`src/rtl/matrix_mul_seq.sv`:
```
// matrix_mul_seq: sequences a 4x4 int8 outer-product accumulation over k_len steps.
// Each accepted operand pair (column of A, row of B) is handed to an external
// multiply-accumulate datapath; its result is written back into the accumulator rows.
// Build option: define MATRIX_MUL_ACC_EN to let acc_clr=0 keep the previous result
// across jobs; without it every accepted start zeroes the accumulator.
//
// state | meaning
// IDLE  | waiting for start
// RUN   | accepting operand steps until klen_q steps are done
// DONE  | one-cycle done pulse, then back to IDLE

`ifndef MATRIX_MUL
`define MATRIX_MUL 4'b1010
`endif

module matrix_mul_seq #(
    parameter int KLEN_W = 4
) (
    input  logic              clk,
    input  logic              rstn,
    input  logic              start,
    input  logic [KLEN_W-1:0] k_len,
    input  logic              acc_clr,
    input  logic              abort,
    input  logic              opnd_valid,
    output logic              opnd_ready,
    input  logic [31:0]       opnd_a,
    input  logic [31:0]       opnd_b,
    output logic [3:0]        mul_ctrl_o,
    output logic [31:0]       op_a_o,
    output logic [31:0]       op_b_o,
    output logic [31:0]       acc_o [4],
    input  logic [31:0]       mul_res_i [4],
    output logic              busy,
    output logic              done,
    output logic [31:0]       res [4]
);

    localparam logic [3:0] MUL_CTRL_MATRIX = `MATRIX_MUL;

    typedef enum logic [1:0] {
        IDLE = 2'd0,
        RUN  = 2'd1,
        DONE = 2'd2
    } state_t;

    state_t            state;
    logic [KLEN_W-1:0] klen_q;
    logic [KLEN_W-1:0] cnt;
    logic [KLEN_W-1:0] cnt_nxt;
    logic [31:0]       acc [4];
    logic              clr_on_start;

`ifdef MATRIX_MUL_ACC_EN
    assign clr_on_start = acc_clr;
`else
    // The port stays for interface compatibility; every job starts from zero.
    logic unused_acc_clr;
    assign unused_acc_clr = acc_clr;
    assign clr_on_start   = 1'b1;
`endif

    assign cnt_nxt = cnt + 1'b1;

    // Operand request goes out to the datapath only while a step can complete.
    assign mul_ctrl_o = ((state == RUN) && opnd_valid) ? MUL_CTRL_MATRIX : 4'b0;
    assign op_a_o     = opnd_a;
    assign op_b_o     = opnd_b;

    // Accumulator rows are visible both to the datapath and as the result.
    always_comb begin
        for (int i = 0; i < 4; i++) begin
            acc_o[i] = acc[i];
            res[i]   = acc[i];
        end
    end

    // Sequencer: state, step counter, accumulator and registered handshake/status outputs.
    always_ff @(posedge clk) begin
        if (!rstn) begin
            state      <= IDLE;
            klen_q     <= '0;
            cnt        <= '0;
            busy       <= 1'b0;
            done       <= 1'b0;
            opnd_ready <= 1'b0;
            for (int i = 0; i < 4; i++) acc[i] <= '0;
        end else begin
            case (state)
                IDLE: begin
                    if (start) begin
                        klen_q <= k_len;
                        cnt    <= '0;
                        busy   <= 1'b1;
                        if (clr_on_start) begin
                            for (int i = 0; i < 4; i++) acc[i] <= '0;
                        end
                        if (k_len != '0) begin
                            state      <= RUN;
                            opnd_ready <= 1'b1;
                        end else begin
                            state <= DONE;
                            done  <= 1'b1;
                        end
                    end
                end
                RUN: begin
                    // abort wins over a handshake on the same edge
                    if (abort) begin
                        state      <= IDLE;
                        busy       <= 1'b0;
                        opnd_ready <= 1'b0;
                    end else if (opnd_valid) begin
                        for (int i = 0; i < 4; i++) acc[i] <= mul_res_i[i];
                        cnt <= cnt_nxt;
                        if (cnt_nxt == klen_q) begin
                            state      <= DONE;
                            opnd_ready <= 1'b0;
                            done       <= 1'b1;
                        end
                    end
                end
                DONE: begin
                    state <= IDLE;
                    busy  <= 1'b0;
                    done  <= 1'b0;
                end
                default: begin
                    state      <= IDLE;
                    busy       <= 1'b0;
                    done       <= 1'b0;
                    opnd_ready <= 1'b0;
                end
            endcase
        end
    end

endmodule

```
`config.mk`:
```
export PLATFORM = sky130hd
export DESIGN_NAME = matrix_mul_seq
export DESIGN_NICKNAME = d
export VERILOG_FILES = /design/src/rtl/matrix_mul_seq.sv
export SDC_FILE = /design/constraint.sdc
export NUM_CORES = 1
export LEC_CHECK = 0
export CAP_MARGIN = 10
export CELL_PAD_IN_SITES_DETAIL_PLACEMENT = 1
export CELL_PAD_IN_SITES_GLOBAL_PLACEMENT = 2
export CORE_UTILIZATION = 17
export CTS_BUF_LIST = sky130_fd_sc_hd__clkbuf_4
export DETAILED_ROUTE_END_ITERATION = 7
export PLACE_DENSITY = 0.9
export SETUP_SLACK_MARGIN = 0.5
export SLEW_MARGIN = 20
export SYNTH_ARGS = -nofsm -noshare
export SYNTH_HDL_FRONTEND = slang
export SYNTH_SLANG_ARGS = --single-unit
```
`constraint.sdc`:
```
create_clock -name clk -period 2.1 [get_ports clk]
set_input_delay 0.21 -clock clk [delete_from_list [all_inputs] [get_ports clk]]
set_output_delay 0.21 -clock clk [all_outputs]
set_load 0.01 [all_outputs]
```
==> results.sh <==
export IMPL_cap_violations=0
export IMPL_reg2reg_to="acc[2][17]"
export IMPL_fmax_mhz=601.9
export IMPL_grt_max_degree=92
export IMPL_synthCells=633
export IMPL_cts_sinks=141
export IMPL_synth_edf_count=96
export IMPL_htreeDepth=4
export IMPL_setup_viol=0
export IMPL_row_count=73
export IMPL_required_ns=2.63
export IMPL_drive_above_1_share_pct=30.24
export IMPL_status="finished, final reports clean"
export IMPL_holdWs_ns=0.1463
export IMPL_cts_tree="done"
export IMPL_r2r_setup_slack_ns=0.44
export IMPL_synth_top_area_share_pct=41.87
export IMPL_reg2reg_from="state[0]"
export IMPL_yosys_warnings=0
export IMPL_cts_max_path_buffers=2
export IMPL_grt_overflow=0
export IMPL_synthTopCellsByArea="edfxtp_1 42%, buf_4 22%, dfxtp_1 13%"
export IMPL_rsz0062_at_grt="true"
export IMPL_vias=5459
export IMPL_synth_ff_type="edfxtp_1"
export IMPL_antenna_left=0
export IMPL_critical_path_class="flip-flop to flip-flop"
export IMPL_drtPass1Iterations=4
export IMPL_hold_viol=0
export IMPL_vias_per_cell=3.809
export IMPL_ios=529
export IMPL_min_period_ns=1.661
export IMPL_drt_iter0_drc=275
export IMPL_die_y_um=203.3
export IMPL_grt_use_total_pct=10.76
export IMPL_clock_skew_ns=0.02111
export IMPL_drc_errors=0
export IMPL_place_gp_congestion=0.7472
export IMPL_io_buffers=397
export IMPL_finalCritPeriodShare_pct=79.12
export IMPL_leakage_nw=4.944
export IMPL_core_area_um2=39820
export IMPL_die_x_um=203.3
export IMPL_clock_latency_ns=0.59
export IMPL_start_kind="flip-flop"
export IMPL_p_per_area_nw_per_um2=611.0
export IMPL_whs_path_depth=3
export IMPL_cts_buffers=17
export IMPL_dp_hpwl_mm=17.13
export IMPL_crit_path_end_kind="flip-flop"
export IMPL_ir_drop_uv=246.3
export IMPL_synth_area_per_cell_um2=10.88
export IMPL_cp_max_fo=10
export IMPL_hold_path_end="acc[2][28]"
export IMPL_tns_ns=0
export IMPL_arrival_ns=2.19
export IMPL_yosysUniqueCellTypes=37
export IMPL_r2r_cells=9
export IMPL_clk_pin_slew_ns=0.14
export IMPL_grt_pass1_vias=5458
export IMPL_worstHoldStart="mul_res_i[60]"
export IMPL_hp_class="input port to flip-flop"
export IMPL_synth_seq_cells=141
export IMPL_async_flop_share_pct=0
export IMPL_nets=1096
export IMPL_syn_cell_area_um2=6885
export IMPL_timing_final_max_slew_violations=0
export IMPL_post_drt_wl_per_cell_um=17.67
export IMPL_grt_antenna_before_repair=1
export IMPL_synthToLayoutAreaGrowth_pct=58.42
export IMPL_grt_pass1_wl_mm=32.66
export IMPL_floorplan_initialDensity_pct=17.29
export IMPL_yosysSeqAreaShare_pct=54.95
export IMPL_die_area_um2=41310
export IMPL_root_buffer="clkbuf_4"
export IMPL_routed_wl_mm=25.33
export IMPL_yosys_area_top_type="edfxtp_1"
==> synthesized netlist by cell type (2+ instances only) <==
| cell | instances |
|---|---|
| buf_4 | 199 |
| and3_1 | 98 |
| edfxtp_1 | 96 |
| nand2_1 | 74 |
| dfxtp_1 | 45 |
| a21oi_1 | 36 |
| clkbuf_1 | 18 |
| buf_2 | 13 |
| o21ai_0 | 6 |
| nor2_1 | 5 |
| nor2b_1 | 5 |
| a21boi_0 | 4 |
| nand3b_1 | 4 |
| a31oi_1 | 3 |
| a21boi_1 | 2 |
| nand2b_1 | 2 |
| or3_1 | 2 |
| xnor2_1 | 2 |
==> cell usage in the layout, fill, tap and decap left out, drive strengths merged, types with 2 or more instances in the layout <==
cell	n
a21boi	6
a21oi	36
a31oi	3
and3	98
buf	155
bufinv	3
clkbuf	38
clkdlybuf4s15	83
clkdlybuf4s50	135
clkinv	4
clkinvlp	3
conb	2
dfxtp	45
diode	2
dlygate4sd2	76
edfxtp	96
inv	4
nand2	74
nand2b	2
nand3b	4
nor2	6
nor2b	5
o21ai	7
or3	2
xnor2	3
==> cell families after synthesis <==
family	Yosys count	share of synthesized area, %
XOR/XNOR	5	0.9814
AO/OA/AOI/OAI	58	4.816
flip-flops	141	54.95
other	1	0.05446
AND/OR/NAND/NOR	197	15.39
adder cells (fa/ha/maj)	1	0.1817
buffers and inverters	230	23.62
==> flip-flops by register name, indices dropped and copies added, names as in the netlist <==
name	cells
state	2
klen_q	4
opnd_ready	1
done	1
busy	1
cnt	4
acc	128
==> metal layers <==
metal	GRT usage [%]	vias to the layer above	routed length, um
met1	10.79	2635	9474
met5	0	-	0
li1	-	2485	-
met4	3.625	0	478
met2	19.42	313	13150
met3	5.050	26	2223
==> worst max path at each step <==
stage / cells past startpoint / to / start
after CTS: 3 / mul_ctrl_o[3] / state[0]
final: 9 / acc[2][17] / state[0]
after global placement: 5 / acc[0][16] / abort
after detailed placement: 5 / acc[1][9] / abort
after floorplan: 4 / acc[0][0] / state[0]
after global routing: 9 / acc[2][22] / state[0]
==> power by group <==
part	total, mW	internal [mW]	leakage [nW]	switching (mW)
clock	2.01	0.862	0.163	1.15
combinational	1.40	0.790	3.35	0.612
sequential	3.26	3.14	1.44	0.114
total	6.66	4.79	4.94	1.87
==> through the flow <==
stage | utilization (%) | cells | worst slack, ns | area, um^2 | power (mW)
after detailed placement | 25.32 | 1338 | 0.1936 | 10080 | 4.669
after global placement | 25.32 | 1338 | 0.1900 | 10080 | 4.639
after floorplan | - | 634 | 0.3844 | 6897 | 3.979
final | 27.39 | 1433 | 0.4385 | 10910 | 6.664
after global routing | 27.38 | 1432 | 0.3469 | 10910 | 6.969
after CTS | 26.64 | 1414 | 0.3650 | 10610 | 6.725
==> worst max-delay path, cell delays in order, from the launching register on <==
cell	delay, ns
dfxtp_4	0.37
buf_6	0.10
nand3b_1	0.14
buf_6	0.16
nor2_4	0.15
buf_12	0.20
buf_12	0.13
clkbuf_16	0.16
nand2_1	0.06
a21oi_1	0.11
==> layout make-up <==
| class | instances | area [um^2] |
|---|---|---|
| fillers | 4528 | 28920 |
| well taps | 525 | 656.9 |
| flip-flops and latches | 141 | 3834 |
| clock buffers | 18 | 135.1 |
| clock inverters | 14 | 183.9 |
| diodes | 2 | 5.005 |
| multi-input cells | 263 | 1569 |
| repair buffers | 470 | 4524 |
==> timing repair <==
action,in CTS,in global routing
pin swaps,0,4
cloned,3,8
hold buffers,1,0
gates resized for setup,671,107
setup endpoints to repair,458,260
setup buffers,40,9
hold endpoints to repair,4,0
No activity file was read; power rests on OpenSTA's default activity.
